`src/rtl/mbadd_pkg.sv`:
```
// Shared types and constants for the byte-serial multi-byte adder.
package mbadd_pkg;

  localparam int NBYTES_MIN = 2;
  localparam int NBYTES_MAX = 16;

  typedef enum logic [1:0] {
    IDLE = 2'd0,
    RUN  = 2'd1,
    DONE = 2'd2
  } state_e;

  function automatic int idx_w(input int nbytes);
    return (nbytes <= 2) ? 1 : $clog2(nbytes);
  endfunction

endpackage

```
`src/rtl/adder_8_bit.sv`:
```
// Purely combinational 8-bit ripple-carry adder.
module adder_8_bit (
  input  logic [7:0] a_i,
  input  logic [7:0] b_i,
  input  logic       cin_i,
  output logic [7:0] sum_o,
  output logic       cout_o
);

  always_comb begin
    logic c;
    c     = cin_i;
    sum_o = '0;
    for (int i = 0; i < 8; i++) begin
      sum_o[i] = a_i[i] ^ b_i[i] ^ c;
      c        = (a_i[i] & b_i[i]) | (c & (a_i[i] ^ b_i[i]));
    end
    cout_o = c;
  end

endmodule

```
`src/rtl/multibyte_add_ctrl.sv`:
```
// NBYTES-wide add sequenced through one 8-bit adder, LSB byte first.
// Define MBADD_SUB_EN to add the in_sub port (A-B via ~B plus carry-in 1).
module multibyte_add_ctrl
  import mbadd_pkg::*;
#(
  parameter int NBYTES = 4
) (
  input  logic                  clk,
  input  logic                  rst_n,
  input  logic                  in_valid,
  output logic                  in_ready,
  input  logic [8*NBYTES-1:0]   in_a,
  input  logic [8*NBYTES-1:0]   in_b,
  input  logic                  in_cin,
`ifdef MBADD_SUB_EN
  input  logic                  in_sub,
`endif
  output logic                  out_valid,
  input  logic                  out_ready,
  output logic [8*NBYTES-1:0]   out_sum,
  output logic                  out_cout,
  output logic                  busy
);

  localparam int IW = idx_w(NBYTES);
  localparam logic [IW-1:0] LAST = IW'(NBYTES - 1);

  if (NBYTES < NBYTES_MIN || NBYTES > NBYTES_MAX) begin : g_bad_nbytes
    $error("multibyte_add_ctrl: NBYTES out of legal range");
  end

  state_e                  state_q, state_d;
  logic [IW-1:0]           idx_q;
  logic [NBYTES-1:0][7:0]  a_q, b_q, sum_q;
  logic                    carry_q, vld_q, busy_q;
  logic [8*NBYTES-1:0]     b_in;
  logic                    cin_in;
  logic [7:0]              add_sum;
  logic                    add_cout;

`ifdef MBADD_SUB_EN
  assign b_in   = in_sub ? ~in_b : in_b;
  assign cin_in = in_sub ? 1'b1 : in_cin;
`else
  assign b_in   = in_b;
  assign cin_in = in_cin;
`endif

  adder_8_bit u_add (
    .a_i    (a_q[idx_q]),
    .b_i    (b_q[idx_q]),
    .cin_i  (carry_q),
    .sum_o  (add_sum),
    .cout_o (add_cout)
  );

  always_ff @(posedge clk or negedge rst_n) begin
    if (!rst_n) state_q <= IDLE;
    else        state_q <= state_d;
  end

  always_comb begin
    state_d  = state_q;
    in_ready = 1'b0;
    case (state_q)
      IDLE: begin
        in_ready = 1'b1;
        if (in_valid) state_d = RUN;
      end
      RUN:     if (idx_q == LAST) state_d = DONE;
      DONE:    if (out_ready) state_d = IDLE;
      default: state_d = IDLE;
    endcase
  end

  // idx stops at LAST rather than wrapping; it is cleared again on accept.
  always_ff @(posedge clk or negedge rst_n) begin
    if (!rst_n) begin
      idx_q   <= '0;
      a_q     <= '0;
      b_q     <= '0;
      sum_q   <= '0;
      carry_q <= 1'b0;
      vld_q   <= 1'b0;
      busy_q  <= 1'b0;
    end else begin
      case (state_q)
        IDLE: if (in_valid) begin
          a_q     <= in_a;
          b_q     <= b_in;
          carry_q <= cin_in;
          idx_q   <= '0;
          busy_q  <= 1'b1;
        end
        RUN: begin
          sum_q[idx_q] <= add_sum;
          carry_q      <= add_cout;
          if (idx_q == LAST) vld_q <= 1'b1;
          else               idx_q <= idx_q + 1'b1;
        end
        DONE: if (out_ready) begin
          vld_q  <= 1'b0;
          busy_q <= 1'b0;
        end
        default: ;
      endcase
    end
  end

  assign out_sum   = sum_q;
  assign out_cout  = carry_q;
  assign out_valid = vld_q;
  assign busy      = busy_q;

endmodule

```
`config.mk`:
```
export PLATFORM = sky130hd
export DESIGN_NAME = multibyte_add_ctrl
export DESIGN_NICKNAME = d
export VERILOG_FILES = /design/src/rtl/mbadd_pkg.sv /design/src/rtl/adder_8_bit.sv /design/src/rtl/multibyte_add_ctrl.sv
export SDC_FILE = /design/constraint.sdc
export NUM_CORES = 1
export LEC_CHECK = 0
export ABC_AREA = 1
export CAP_MARGIN = 5
export CORE_ASPECT_RATIO = 1.5
export CORE_UTILIZATION = 40
export CTS_CLUSTER_DIAMETER = 40
export DETAILED_ROUTE_END_ITERATION = 12
export GPL_TIMING_DRIVEN = 0
export PLACE_DENSITY = 0.7
export SYNTH_ARGS = -nofsm -noshare
export SYNTH_HDL_FRONTEND = slang
export SYNTH_SLANG_ARGS = --single-unit
export TNS_END_PERCENT = 1
```
`constraint.sdc`:
```
create_clock -name clk -period 6 [get_ports clk]
set_input_delay 1.2 -clock clk [delete_from_list [all_inputs] [get_ports clk]]
set_output_delay 1.2 -clock clk [all_outputs]
set_load 0.03 [all_outputs]
```
==> results by group, run 1 <==
STA
  • Setup TNS: 0 ns
  • Final hold slack: 0.471 ns
  • Setup ws final: 1.03 ns
  • Layout Skew: 0.00602 ns
  • Period utilization: 82.8%
  • Count of final max-slew check failures: 0
  • Final Critical Period: approximately 5 ns
  • Slew @ Worst Pin: 0.589 ns
  • Fin. Hold Viols: 0
  • Fmax achieved: just over 200 MHz
  • RSZ-0062 raised after global routing: no
  • Worst slew margin: between 60% and 70%
  • Endpoints failing setup: 0

Logic synthesis
  • Seq/Total Area, Yosys: 53.7%
  • Top-count cell post-synth: nand2_1
  • Synth top cells by count: 231 x nand2_1, 103 x dfrtp_1, 76 x nand3_1
  • Post-synth EDFFs: 0
  • Cells after synthesis: approximately 560
  • Flops & latches, synth: 103
  • Synth Net Count: about 650
  • Asr flop ratio synth: 100%
  • Mapped Area: 4800 sq um
  • Syn avg cell area: between 8 and 9 sq um
  • Post-synth top area share: 53.7%
  • Cell taking the most area after synthesis: dfrtp_1
  • Ys flop type: dfrtp_1
  • Count of unique library cells instantiated by Yosys: 18
  • Synth Warn #: 0
  • Top cells by area, synth: dfrtp_1 54%, nand2_1 18%, nand3_1 7.9%

Detailed routing
  • DR pass1 iterations: 4
  • Initial DRC count: 196
  • DRC: 0
  • Post-route ant nets: 0
  • DR vias: between 4,000 and 5,000
  • Drt total wl: approximately 12,000 microns
  • DR vias/cell: 4.94
  • Average wire per standard cell: 14.9 microns

Die
  • IO Pins: 105
  • Initial core utilization: 41.4%
  • Die ar.: about 12,000 sq um
  • Die X: 91.4 microns
  • Cell row count: 48
  • Core area: 11,600 sq um
  • Die span in y: 136 microns

Pwr
  • Lkg Pwr: 3.19 nW
  • Tot Pwr: 4.04 mW
  • Maximum VDD drop: approximately 0.27 mV
  • Cell Pwr Density: 633 nW/um^2

Setup path
  • CP max FO: 11
  • Crit. End Element: flip-flop
  • Critical path launch point type: flip-flop
  • CP Data Required Time: roughly 6.3 ns
  • Most frequent CP cell: fa_1
  • Critical path's slowest cell: fa_1
  • FF-to-FF path depth: 17
  • WP data arrival: between 5 and 6 ns
  • Worst path max stage delay: 0.49 ns
  • Worst-path cell chain: buf_2, clkinv_1, buf_2, o211ai_1, nand2_1, fa_1, inv_1, fa_1, inv_1, fa_1, fa_1, fa_1, fa_1, fa_1, inv_1, fa_1, o21ai_1
  • Critical path class: reg2reg
  • Crit path buf inv count: 6
  • Delay-heaviest family, CP: adder cells
  • Crit path depth: 17

GRT
  • Pin count of the biggest net entering global routing: 58
  • Total GRT Usage: 21.7%
  • Congestion Overflow GR: 0
  • Initial antenna violation count: 0
  • First-pass GRT wire length: between 20,000 and 25,000 microns
  • Vias in the first global route: 4,292

Clock network
  • TritonCTS Buffers: 9
  • TritonCTS clock tree: done
  • Root Driver: clkbuf_16
  • CTS sink cnt: 103
  • Post-CTS Setup Bufs: 0
  • Max Buffers Root-to-Sink: 2
  • CTS H-tree depth: 3
  • Post-cts hold buffer count: 0
  • Cts repair resizes: 0
  • Worst skew pair latency: 0.34 ns
  • Reg clk slew, reported paths: 0.07 ns

Layout
  • Share of post-route cells with drive strength above 1: approximately 7.7%
  • Inserted Diodes: 0
  • Finished Cell Area: 6380 sq um
  • Fin nets: between 700 and 800
  • Area growth syn-to-layout: 33.0%

Hold path
  • Hold depth: 2
  • Hold WC Path Type: reg2reg

Placement
  • Final Wtd Congestion: 0.873
  • Worst slack, placed: approximately 1.0 ns
  • Dpl hpwl: 9580 microns
  • Placed cell area: about 6100 sq um
  • # port buffers: 104

Status
  • Status: completed

Flow run
  • Max_cap viols: 0
registers in the layout, summed over array words and instances, names as in the netlist:
register and cells:
a_q 32, b_q 32, busy 1, idx_q 2, out_cout 1, out_sum 32, out_valid 1, state_q 2
cell usage in the layout, fill, tap and decap left out, drive strengths merged:
cell and n:
o21ai 35, clkbuf 14, o211ai 24, dfrtp 103, nand2 236, nor2 2, fa 8, clkdlybuf4s50 103
nand3 76, inv 41, clkinv 3, bufinv 2, buf 34, ha 4
metrics by stage:
step	util, %	instances
global placement	52.0	818
detailed placement	52.2	819
global route	55.1	835
finish	55.1	835
CTS	55.1	835
floorplan	-	564
cells by family after synthesis:
group	synth area share (%)
DFF	53.7
buffers and inverters	7.30
and+or+nand+nor	27.2
AOI/OAI and AO/OA	7.41
adders and majority gates	4.38
final timing paths:
check | startpoint | end | slack (ns)
hold / removal | b_q[11] | b_q[11] | 0.47
setup / recovery | idx_q[1] | out_sum[7] | 1.03
hold reg to reg | b_q[11] | b_q[11] | 0.47
setup reg to reg | idx_q[1] | out_sum[7] | 1.03
min in group asynchronous | rst_n | busy | 0.86
max in group asynchronous | rst_n | a_q[31] | 4.46
report_power, final:
part | total, mW | switching [mW] | leakage [nW] | internal, mW
Clock | 0.636 | 0.248 | 0.166 | 0.388
Combinational | 2.18 | 1.41 | 1.74 | 0.774
Sequential | 1.22 | 0.193 | 1.28 | 1.03
per-layer routing:
metal	vias to the layer above	global-route usage, %	wire length (microns)
met5	-	0	0
met4	0	10.3	432
met3	27	3.36	477
met2	129	39.7	6570
met1	1931	24.6	4940
li1	2036	-	-
worst reg2reg max path: stages (launching register included):
cell and delay [ns]:
dfrtp_1 0.38, buf_2 0.24, clkinv_1 0.25, buf_2 0.28, o211ai_1 0.15, nand2_1 0.12, fa_1 0.37, inv_1 0.07
fa_1 0.17, inv_1 0.05, fa_1 0.42, fa_1 0.42, fa_1 0.40, fa_1 0.39, fa_1 0.42, inv_1 0.09
fa_1 0.49, o21ai_1 0.18
layout make-up:
class	count	area, sq um
Fill cell	1059	5210
Sequential cell	103	2580
Multi-Input combinational cell	385	1870
Timing Repair Buffer	105	1070
Clock buffer	11	253
Buffer	35	196
Tap cell	150	188
Inverter	41	154
Clock inverter	5	78.8
No activity file was read; power rests on OpenSTA's default activity.
==> run 2: changes to the inputs <==
==> constraint.sdc (replaced) <==
create_clock -name clk -period 4.65 [get_ports clk]
set_input_delay 0.93 -clock clk [delete_from_list [all_inputs] [get_ports clk]]
set_output_delay 0.93 -clock clk [all_outputs]
set_load 0.03 [all_outputs]
==> results by group, run 2 (same netlist as run 1, synthesis figures left out) <==
Status
  • Status: completed

STA
  • Fin. Hold Viols: 0
  • Endpoints failing setup: 0
  • Setup TNS: 0 ns
  • Worst slew margin: 60.6%
  • Final Critical Period: 4.42 ns
  • Fmax achieved: 226 MHz
  • Period utilization: 95.0%
  • Layout Skew: approximately 0.0044 ns
  • Count of final max-slew check failures: 0
  • Slew @ Worst Pin: 0.591 ns
  • RSZ-0062 raised after global routing: no

GRT
  • Vias in the first global route: 4,265
  • Grt peak-use layer: met2
  • Pin count of the biggest net entering global routing: slightly below 60
  • First-pass GRT wire length: 20,600 microns
  • Initial antenna violation count: 0
  • GRT met2 Usage: 39.8%
  • Met1 Usage GRT: 24.4%
  • Congestion Overflow GR: 0
  • Met3 Usage GRT: 3.36%
  • Total GRT Usage: 21.5%

Clock network
  • Worst skew pair latency: 0.34 ns
  • TritonCTS Buffers: 9
  • Post-cts hold buffer count: 0
  • Max Buffers Root-to-Sink: 2
  • CTS H-tree depth: 3
  • Root Driver: clkbuf_16
  • TritonCTS clock tree: done
  • CTS sink cnt: 103
  • Reg clk slew, reported paths: 0.07 ns

Die
  • IO Pins: 105
  • Die ar.: 12,400 sq um
  • Cell row count: 48
  • Initial core utilization: between 40% and 50%
  • Core area: 11,600 sq um
  • Die span in y: 136 microns
  • Die X: 91.4 microns

Layout
  • Share of post-route cells with drive strength above 1: roughly 9.2%
  • Area growth syn-to-layout: 34.3%
  • Most common cell after layout, fill and taps aside: nand2_1
  • Inserted Diodes: 0
  • Most frequent cells in the layout: 231 x nand2_1, 103 x dfrtp_1, 103 x clkdlybuf4s50_1, 76 x nand3_1, 38 x inv_1
  • Final core utilization: between 50% and 60%
  • Fin nets: 761

Hold path
  • Hold WC Path Type: reg2reg
  • Hold depth: 2
  • Hold Crit Start: b_q[11]
  • Hold endpoint: b_q[11]

Pwr
  • Seq pwr share: 29.8%
  • Tot Pwr: 5.30 mW
  • Combinational share of power: a little over half
  • Cell Pwr Density: about 820 nW/um^2
  • Lkg Pwr: 3.21 nW
  • Internal power: roughly 2.9 mW
  • Sw power: 2.41 mW
  • Sw Ratio: between 40% and 50%
  • Clock power share: 15.5%
  • Maximum VDD drop: 0.351 mV

Setup path
  • Reg2Reg Capture Point: out_sum[7]
  • Critical path class: reg2reg
  • CP Data Required Time: 4.92 ns
  • Worst-path cell chain: buf_6, inv_2, buf_6, nand2_1, o211ai_1, nand2_1, fa_1, inv_1, fa_1, inv_1, fa_2, fa_2, fa_1, fa_1, fa_2, inv_1, fa_2, o21ai_1
  • WP data arrival: 4.69 ns
  • Critical path launch point type: flip-flop
  • Worst path max stage delay: about 0.50 ns
  • FF-to-FF path depth: 18
  • Crit path from: idx_q[0]
  • Crit. End Element: flip-flop
  • R2r startpoint: idx_q[0]
  • Critical path's slowest cell: fa_2
  • CP max FO: 10
  • Internal reg-to-reg setup slack: 0.23 ns

Placement
  • Final Wtd Congestion: 0.873
  • # port buffers: 104
  • Dpl hpwl: 9580 microns

Flow run
  • Max_cap viols: 0

Detailed routing
  • DRC: 0
  • Drt total wl: around 12,000 microns
  • Initial DRC count: 187
  • DR pass1 iterations: 5
  • DR vias/cell: between 4 and 5
  • Post-route ant nets: 0
  • DR vias: 4,092
  • Average wire per standard cell: 14.7 microns
-- run 2: changes by cell type in the layout (fill, tap and decap cells not counted), moves of 2 or more --
cell and change:
fa_2 +4, o21ai_2 +2, buf_2 -3, clkbuf_1 -2
fa_1 -4, o21ai_1 -2, buf_6 +5
-- run 2: how the worst max path moves through the flow --
stage,endpoint,slack (ns)
CTS,out_sum[7],0.04
floorplan,out_sum[15],0.33
detailed placement,out_sum[7],-0.30
finish,out_sum[7],0.23
global placement,b_q[23],-1.03
global route,out_sum[7],0.02
-- run 2: final cells by class --
class	instances	area [sq um]
fillers	1061	5140
flip-flops and latches	103	2580
multi-input cells	385	1890
repair buffers	108	1090
clock buffers	11	253
plain buffers	32	211
well taps	150	188
inverters	41	161
clock inverters	5	78.8
-- run 2: worst max-delay path, delay by kind of cell, from the launching register on --
family,cells,cell delay (ns)
fa+ha+maj,8,2.93
buf+inv,6,0.59
flops,1,0.40
compound gates,2,0.26
simple gates,2,0.17
-- run 2: through the flow --
step                instance area, sq um  instances  hold slack (ns)  setup WS, ns
global route                        6450        835            0.496        0.0226
CTS                                 6400        833            0.475        0.0386
finish                              6450        835            0.471         0.230
global placement                    6030        818            0.455         -1.03
floorplan                           4800        564            0.442         0.330
detailed placement                  6050        819            0.458        -0.305
-- run 2: power by group through the flow --
stage	clock network (mW)	registers, mW	logic [mW]
floorplan	0	1.80	1.57
global placement	0	1.58	2.74
detailed placement	0	1.59	2.83
CTS	0.834	1.58	2.86
global route	0.873	1.63	3.23
finish	0.821	1.58	2.90
-- run 2: metal layers --
metal / part of all wire (%) / wire (microns)
met1: 39 / 4820
met2: 53 / 6550
met3: 4.1 / 508
met4: 3.4 / 421
met5: 0 / 0
-- run 2: what timing repair did --
| item | 4_1_cts | 5_1_grt |
|---|---|---|
| resized for setup | 10 | 11 |
| pin swaps | 1 | 3 |
| buffers inserted | 1 | 2 |
| endpoints found under the setup margin | 5 | 5 |
==> run 3: changes to the inputs <==
--- a/config.mk
+++ b/config.mk
@@ -8,11 +8,12 @@
 export ABC_AREA = 1
 export CAP_MARGIN = 5
 export CORE_ASPECT_RATIO = 1.5
-export CORE_UTILIZATION = 40
+export CORE_UTILIZATION = 50
 export CTS_CLUSTER_DIAMETER = 40
 export DETAILED_ROUTE_END_ITERATION = 12
 export GPL_TIMING_DRIVEN = 0
-export PLACE_DENSITY = 0.7
+export PLACE_DENSITY = 0.83
+export SKIP_LAST_GASP = 1
 export SYNTH_ARGS = -nofsm -noshare
 export SYNTH_HDL_FRONTEND = slang
 export SYNTH_SLANG_ARGS = --single-unit
==> results by group, run 3 (same netlist as run 1, synthesis figures left out) <==
Status
  • Status: completed

Setup path
  • Critical path launch point type: flip-flop
  • CP max FO: 10
  • Crit. End Element: flip-flop
  • FF-to-FF path depth: 17
  • R2r startpoint: idx_q[0]
  • Worst path max stage delay: 0.50 ns
  • Internal reg-to-reg setup slack: 0.18 ns
  • Critical path's slowest cell: fa_2
  • Most frequent CP cell: fa_1
  • WP data arrival: 4.75 ns
  • Worst-path cell chain: buf_6, inv_2, clkbuf_4, o211ai_1, nand2_1, fa_1, inv_1, fa_1, inv_1, fa_1, fa_1, fa_2, fa_1, fa_2, inv_1, fa_2, o21ai_1
  • Critical path class: reg2reg
  • CP Data Required Time: 4.93 ns
  • Reg2Reg Capture Point: out_sum[7]

Detailed routing
  • Initial DRC count: between 150 and 200
  • Drt total wl: 12,200 microns
  • Average wire per standard cell: approximately 15 microns
  • DR vias/cell: 5.23
  • Post-route ant nets: 0
  • DR pass1 iterations: 4
  • DR vias: 4,169
  • DRC: 0

Placement
  • # port buffers: 104
  • Dpl hpwl: 9290 microns
  • Final Wtd Congestion: 0.886

Hold path
  • Hold Crit Start: a_q[10]
  • Hold WC Path Type: reg2reg
  • Hold endpoint: a_q[10]
  • Hold depth: 2

Clock network
  • TritonCTS clock tree: done
  • TritonCTS Buffers: 9
  • Post-cts hold buffer count: 0
  • CTS H-tree depth: 3
  • Max Buffers Root-to-Sink: 2
  • Worst skew pair latency: 0.35 ns
  • Root Driver: clkbuf_16
  • CTS sink cnt: 103
  • Reg clk slew, reported paths: 0.07 ns

Pwr
  • Seq pwr share: 30.3%
  • Sw power: 2.43 mW
  • Lkg Pwr: 3.18 nW
  • Maximum VDD drop: 0.518 mV
  • Tot Pwr: about 5.2 mW
  • Clock power share: 14.0%
  • Sw Ratio: 46.6%
  • Cell Pwr Density: 821 nW/um^2
  • Combinational share of power: 55.7%
  • Internal power: around 2.8 mW

Die
  • Core area: 9310 sq um
  • Initial core utilization: 51.6%
  • Die X: 82.0 microns
  • Die ar.: roughly 10,000 sq um
  • Cell row count: 43
  • Die span in y: 122 microns
  • IO Pins: 105

GRT
  • Total GRT Usage: 26.8%
  • Pin count of the biggest net entering global routing: 64
  • Congestion Overflow GR: 0
  • Initial antenna violation count: 0
  • First-pass GRT wire length: 19,500 microns
  • Vias in the first global route: 4,195

STA
  • Endpoints failing setup: 0
  • Fmax achieved: 224 MHz
  • Slew @ Worst Pin: 0.548 ns
  • Fin. Hold Viols: 0
  • Worst slew margin: 63.5%
  • Period utilization: 96.0%
  • Final Critical Period: ~4.5 ns
  • Layout Skew: 0.00645 ns
  • Count of final max-slew check failures: 0

Layout
  • Final core utilization: 68.3%
  • Inserted Diodes: 0
  • Fin nets: 761
  • Most common cell after layout, fill and taps aside: nand2_1
  • Reg area: 2580 sq um
  • Multi-input logic area: between 1500 and 2000 sq um
  • Most frequent cells in the layout: 231 x nand2_1, 103 x dfrtp_1, 103 x clkdlybuf4s50_1, 76 x nand3_1, 38 x inv_1
  • Fillers: 760
  • Area growth syn-to-layout: 32.4%
  • Share of post-route cells with drive strength above 1: 8.91%

Flow run
  • Max_cap viols: 0
-- run 3: worst max-delay path by stage --
stage	start	to	slack (ns)	cells past startpoint
CTS	idx_q[1]	out_sum[7]	0.02	16
global placement	rst_n	b_q[18]	-0.95	1
finish	idx_q[0]	out_sum[7]	0.18	17
floorplan	idx_q[0]	out_sum[15]	0.33	18
global route	idx_q[0]	out_sum[23]	-0.003	18
detailed placement	idx_q[0]	out_sum[7]	-0.31	18
-- run 3: power by group through the flow --
| stage | clock network [mW] | logic [mW] | registers [mW] |
|---|---|---|---|
| after floorplan | 0 | 1.57 | 1.80 |
| after global placement | 0 | 2.74 | 1.57 |
| after detailed placement | 0 | 2.83 | 1.59 |
| after CTS | 0.739 | 2.86 | 1.58 |
| after global routing | 0.778 | 3.20 | 1.63 |
| final | 0.731 | 2.91 | 1.58 |
-- run 3: metrics by stage --
| step | cell area, sq um | setup TNS (ns) | std cells | worst slack [ns] | hold WS, ns |
|---|---|---|---|---|---|
| floorplan | 4800 | 0 | 564 | 0.330 | 0.442 |
| global placement | 5980 | -97.97 | 780 | -0.947 | 0.454 |
| detailed placement | 6000 | -1.36 | 781 | -0.309 | 0.458 |
| CTS | 6320 | 0 | 796 | 0.0157 | 0.474 |
| global route | 6350 | -0.00354 | 797 | -0.00325 | 0.493 |
| finish | 6350 | 0 | 797 | 0.184 | 0.473 |
-- run 3: worst max-delay path: cells and delay by family (launching register included) --
family | cells | cell delay [ns]
flops | 1 | 0.37
compound gates | 2 | 0.38
buf+inv | 6 | 0.58
fa+ha+maj | 8 | 2.93
simple gates | 1 | 0.13
-- run 3: timing repair --
item | in CTS | in global routing
setup buffers | 1 | 1
pin swaps | 2 | 5
resized for setup | 10 | 10
setup endpoints to repair | 5 | 5
-- run 3: per-layer routing --
| metal | vias to the layer above | GRT usage (%) | wire (microns) |
|---|---|---|---|
| met5 | - | 0 | 0 |
| met4 | 0 | 14.3 | 422 |
| met3 | 24 | 3.07 | 474 |
| met2 | 131 | 49.5 | 6640 |
| met1 | 1973 | 28.7 | 4630 |
| li1 | 2041 | - | - |
-- run 3: area by class of cell --
class | count | share of cell area, %
well taps | 112 | 2.21
plain buffers | 33 | 3.50
inverters | 41 | 2.46
flip-flops and latches | 103 | 40.6
repair buffers | 107 | 17.0
multi-input cells | 385 | 29.6
clock inverters | 4 | 0.453
clock buffers | 12 | 4.19
